`src/rtl/shift_sequencer.sv`:
```
// ---------------------------------------------------------------------------
// shift_sequencer
//
// Purpose:
//   Runs a multi-step shift by driving an external 1-bit shift datapath once
//   per clock. A request is accepted in IDLE. The operand is then passed
//   through the datapath 'amount' times, with carry chained from step to step
//   and overflow accumulated. The final value is held with done=1 until the
//   consumer acknowledges it.
//
// Ports:
//   clk, rst_n        clock, asynchronous active-low reset
//   start             request, taken only while ready=1
//   a_in, op_in,      operand, op code, step count and initial carry,
//   amount, cin_in    all captured on the acceptance edge
//   ready             high only in IDLE
//   done, ack         result handshake; done holds until ack
//   result, cout,     final operand, last carry, OR of all step overflows,
//   overflow, err     illegal-op flag (all zero unless done=1)
//   sh_abus, sh_op,   operand, op and carry presented to the datapath
//   sh_cin            (all zero outside SHIFT)
//   sh_outbus,        datapath result, carry-out and overflow
//   sh_cout,
//   sh_overflow
// ---------------------------------------------------------------------------
module shift_sequencer #(
    parameter int DATA_W = 16,
    parameter int AMT_W  = 4
) (
    input  logic              clk,
    input  logic              rst_n,
    input  logic              start,
    input  logic [DATA_W-1:0] a_in,
    input  logic [2:0]        op_in,
    input  logic [AMT_W-1:0]  amount,
    input  logic              cin_in,
    output logic              ready,
    output logic              done,
    input  logic              ack,
    output logic [DATA_W-1:0] result,
    output logic              cout,
    output logic              overflow,
    output logic              err,
    output logic [DATA_W-1:0] sh_abus,
    output logic [2:0]        sh_op,
    output logic              sh_cin,
    input  logic [DATA_W-1:0] sh_outbus,
    input  logic              sh_cout,
    input  logic              sh_overflow
);

    typedef enum logic [1:0] {
        ST_IDLE  = 2'b00,
        ST_SHIFT = 2'b01,
        ST_DONE  = 2'b10
    } state_t;

    state_t              state;
    state_t              state_next;
    logic [DATA_W-1:0]   acc;
    logic [2:0]          op_r;
    logic [AMT_W-1:0]    cnt;
    logic                carry;
    logic                ovf;
    logic                err_r;
    logic                accept;
    logic                step;

    // Legal codes are LSL, LSR, ASR, RLC and RRC (001..101).
    function automatic logic op_legal(input logic [2:0] op);
        return (op >= 3'd1) && (op <= 3'd5);
    endfunction

    // State register. Reset from any state, including mid-operation, lands in
    // IDLE, so an aborted operation never produces a done pulse.
    always_ff @(posedge clk or negedge rst_n) begin
        if (!rst_n) begin
            state <= ST_IDLE;
        end else begin
            state <= state_next;
        end
    end

    // Next state and all outputs. The result outputs are forced to zero
    // outside DONE, so intermediate accumulator values are never visible.
    // The unused encoding falls through to the default and recovers to IDLE.
    always_comb begin
        state_next = state;
        ready      = 1'b0;
        done       = 1'b0;
        result     = '0;
        cout       = 1'b0;
        overflow   = 1'b0;
        err        = 1'b0;
        sh_abus    = '0;
        sh_op      = 3'b000;
        sh_cin     = 1'b0;
        accept     = 1'b0;
        step       = 1'b0;
        case (state)
            ST_IDLE: begin
                ready = 1'b1;
                if (start) begin
                    accept = 1'b1;
                    if ((amount != '0) && op_legal(op_in)) begin
                        state_next = ST_SHIFT;
                    end else begin
                        state_next = ST_DONE;
                    end
                end
            end
            ST_SHIFT: begin
                sh_abus = acc;
                sh_op   = op_r;
                sh_cin  = carry;
                step    = 1'b1;
                // cnt==0 cannot occur here; it is treated as the last step
                // for robustness.
                if (cnt <= AMT_W'(1)) begin
                    state_next = ST_DONE;
                end
            end
            ST_DONE: begin
                done     = 1'b1;
                result   = acc;
                cout     = carry;
                overflow = ovf;
                err      = err_r;
                if (ack) begin
                    state_next = ST_IDLE;
                end
            end
            default: begin
                state_next = ST_IDLE;
            end
        endcase
    end

    // Operation registers. An illegal op loads a zero operand and zero carry,
    // so DONE reports result=0 and cout=0 without special-casing the outputs.
    // Each SHIFT cycle takes the datapath result back unmodified.
    always_ff @(posedge clk or negedge rst_n) begin
        if (!rst_n) begin
            acc   <= '0;
            op_r  <= 3'b000;
            cnt   <= '0;
            carry <= 1'b0;
            ovf   <= 1'b0;
            err_r <= 1'b0;
        end else if (accept) begin
            op_r <= op_in;
            cnt  <= amount;
            ovf  <= 1'b0;
            if (op_legal(op_in)) begin
                acc   <= a_in;
                carry <= cin_in;
                err_r <= 1'b0;
            end else begin
                acc   <= '0;
                carry <= 1'b0;
                err_r <= 1'b1;
            end
        end else if (step) begin
            acc   <= sh_outbus;
            carry <= sh_cout;
            ovf   <= ovf | sh_overflow;
            cnt   <= cnt - AMT_W'(1);
        end
    end

endmodule

```
`config.mk`:
```
export PLATFORM = sky130hd
export DESIGN_NAME = shift_sequencer
export DESIGN_NICKNAME = d
export VERILOG_FILES = /design/src/rtl/shift_sequencer.sv
export SDC_FILE = /design/constraint.sdc
export NUM_CORES = 1
export LEC_CHECK = 0
export ABC_AREA = 1
export CORE_ASPECT_RATIO = 0.7
export CORE_MARGIN = 10
export CORE_UTILIZATION = 37
export CTS_CLUSTER_SIZE = 25
export DETAILED_ROUTE_END_ITERATION = 8
export PLACE_DENSITY = 0.75
export SYNTH_ARGS = -nofsm -noshare
export SYNTH_HDL_FRONTEND = slang
export SYNTH_SLANG_ARGS = --single-unit
```
`constraint.sdc`:
```
create_clock -name clk -period 1.1 [get_ports clk]
set_input_delay 0.22 -clock clk [delete_from_list [all_inputs] [get_ports clk]]
set_output_delay 0.22 -clock clk [all_outputs]
set_load 0.1 [all_outputs]
```
==> results.json <==
{
  "cts_buffers": 3,
  "cap_viol_max_count": 0,
  "die-width_um": 103,
  "grt_use_total": 0.238,
  "path_class": "reg -> reg",
  "maxSlewViolCount": 0,
  "rrSetupSlack_ns": -0.70,
  "worst-r2r-cell-count": 8,
  "drtIter0Drc": 316,
  "fp.dieArea_sq_um": 7980,
  "ctsHtreeMaxLevel": 1,
  "clock_sinks": 28,
  "failed_checks": "setup timing",
  "yosys-top-cells-area": "dfrtp_1 (40%), inv_1 (11%), nor2_1 (11%)",
  "layout_min_cycle_time_ns": 1.80,
  "area_growth_pct": 138,
  "drt_wl_total_mm": 11.6,
  "fin_ws_ns": -0.701,
  "design.core.area_sq_um": 4480,
  "status": "finished with violations",
  "syn_area_per_cell_sq_um": 6.74,
  "min_period_over_period": 1.64,
  "yosys.area.top_type": "dfrtp_1",
  "final_layout_size_suffix_gt1_frac": 0.446,
  "netlist_area_sq_um": 1770,
  "hold_class": "in -> async",
  "tightestPinTransition_ns": 0.398,
  "antenna_found_initial": 0,
  "num-fill-cells": 116,
  "setup-violations-final": 69,
  "drc": 0,
  "cts-root-buf": "clkbuf_8",
  "dieHeight_um": 77.8,
  "max_freq_ghz": 0.555,
  "r2r_start": "state[1]",
  "start_kind": "flop",
  "insertedDiodeCount": 0,
  "drt-wirelength-per-cell_um": 26.7,
  "whs_ns": 0.286,
  "clk_latency_ns": 0.29,
  "end_kind": "flop",
  "finClkSkew_ns": 0.0108,
  "syn_inst": 262,
  "synth_cell_types": 20,
  "cts.path.max_buffers": 2,
  "max-slew-margin-rel": 0.734,
  "yosys.area.top_type_share": 0.397,
  "grt_start_max_net_pins": 29,
  "required_ns": 1.29,
  "yosysWarnings": 0,
  "clk_pin_slew_ns": 0.11,
  "final_cell_mix": "inv_1 (49), buf_12 (49), clkdlybuf4s50_1 (45), nor2_4 (42), nand2_1 (42)",
  "routabilityCongestion": 0.819,
  "avgViaCountPerCell": 6.02,
  "critPathMaxFanout": 8,
  "ys_ff_latch": 28,
  "regArea_sq_um": 703,
  "hold_violations": 0,
  "ctsHoldBuffers": 0,
  "cp_data_arrival_time_ns": 1.99,
  "io_pins": 87,
  "multi_input_area_sq_um": 1250,
  "portBuffers": 86,
  "grt_pass1_wl_mm": 14.9,
  "grt_overflow": 0,
  "initial_core_util": 0.394,
  "hpwl_mm": 5.18,
  "postRouteAntennaNets": 0,
  "cts_tree": "built",
  "dr.pass1.iters": 7,
  "synth_nets": 310,
  "r2r_end": "acc[15]",
  "via_count": 2611,
  "grt_pass1_vias": 2613,
  "ys_seq_area_frac": 0.397,
  "num_rows": 20,
  "nets": 428,
  "rsz0062_at_grt": "yes"
}
-- worst max path at each step --
stage,cells past startpoint,slack [ns],startpoint,to
after global placement,5,-0.36,start,acc[12]
after floorplan,5,-1.06,state[1],result[10]
after detailed placement,5,-0.43,start,acc[2]
final,8,-0.70,state[1],acc[15]
after global routing,8,-0.71,state[1],acc[15]
after CTS,6,-0.55,state[0],sh_abus[7]
-- routing by layer --
| metal | GRT usage | routed length, um | share of wire |
|---|---|---|---|
| met1 | 0.295 | 4120 | 0.36 |
| met4 | 0.108 | 742 | 0.064 |
| met2 | 0.357 | 5250 | 0.45 |
| met5 | 0 | 0 | 0 |
| met3 | 0.0876 | 1480 | 0.13 |
-- metrics by stage --
step	cells	TNS, ns	util	setup WS (ns)	instance area, sq um
global route	434	-39.92	0.940	-0.706	4210
floorplan	262	-41.87	-	-1.06	2180
CTS	433	-32.03	0.913	-0.546	4090
finish	434	-37.59	0.940	-0.701	4210
detailed placement	407	-19.86	0.801	-0.427	3590
global placement	407	-17.97	0.801	-0.363	3590
-- critical path: stages, from the launching register on --
cell and delay [ns]:
dfrtp_2 0.48, buf_6 0.15, nor2_4 0.15, buf_6 0.13
nand2_8 0.12, buf_16 0.20, nor2_1 0.14, nand2_1 0.11
a21boi_1 0.22
-- cell usage after synthesis --
cell,number
inv_1,54
nor2_1,54
nand2_1,48
dfrtp_1,28
a21oi_1,25
nand3_1,12
a21boi_1,9
o21ai_0,9
buf_2,5
buf_6,5
ha_1,2
inv_2,2
o211ai_1,2
buf_4,1
clkbuf_1,1
nand2_2,1
nor2_4,1
o21ai_2,1
o22ai_1,1
xnor2_1,1
-- sequential cells by signal (all words and copies together), names as in the netlist --
signal,count
carry,1
cnt,4
acc,16
ovf,1
op_r,3
state,2
err_r,1
-- layout make-up --
type / instances / area share
Tap cell: 55 / 0.0163
Timing Repair inverter: 2 / 0.00446
Clock buffer: 3 / 0.00981
Clock inverter: 1 / 0.00713
Timing Repair Buffer: 123 / 0.445
Inverter: 56 / 0.0541
Sequential cell: 28 / 0.167
Multi-Input combinational cell: 166 / 0.296
-- kinds of logic after synthesis --
logic type | synth area share
flip-flops | 0.397
AO/OA/AOI/OAI | 0.152
adder cells (fa/ha/maj) | 0.0142
AND/OR/NAND/NOR | 0.261
XOR/XNOR | 0.00496
buffers and inverters | 0.172
-- timing repair --
item	4_1_cts	5_1_grt
gates resized for setup	25	25
endpoints found under the hold margin	0	0
cloned	10	1
buffers inserted	13	1
setup endpoints to repair	69	69
pin swaps	7	8
Power is not shown: default switching activity piles up to over one toggle a cycle in this logic, so the estimate is an artifact.
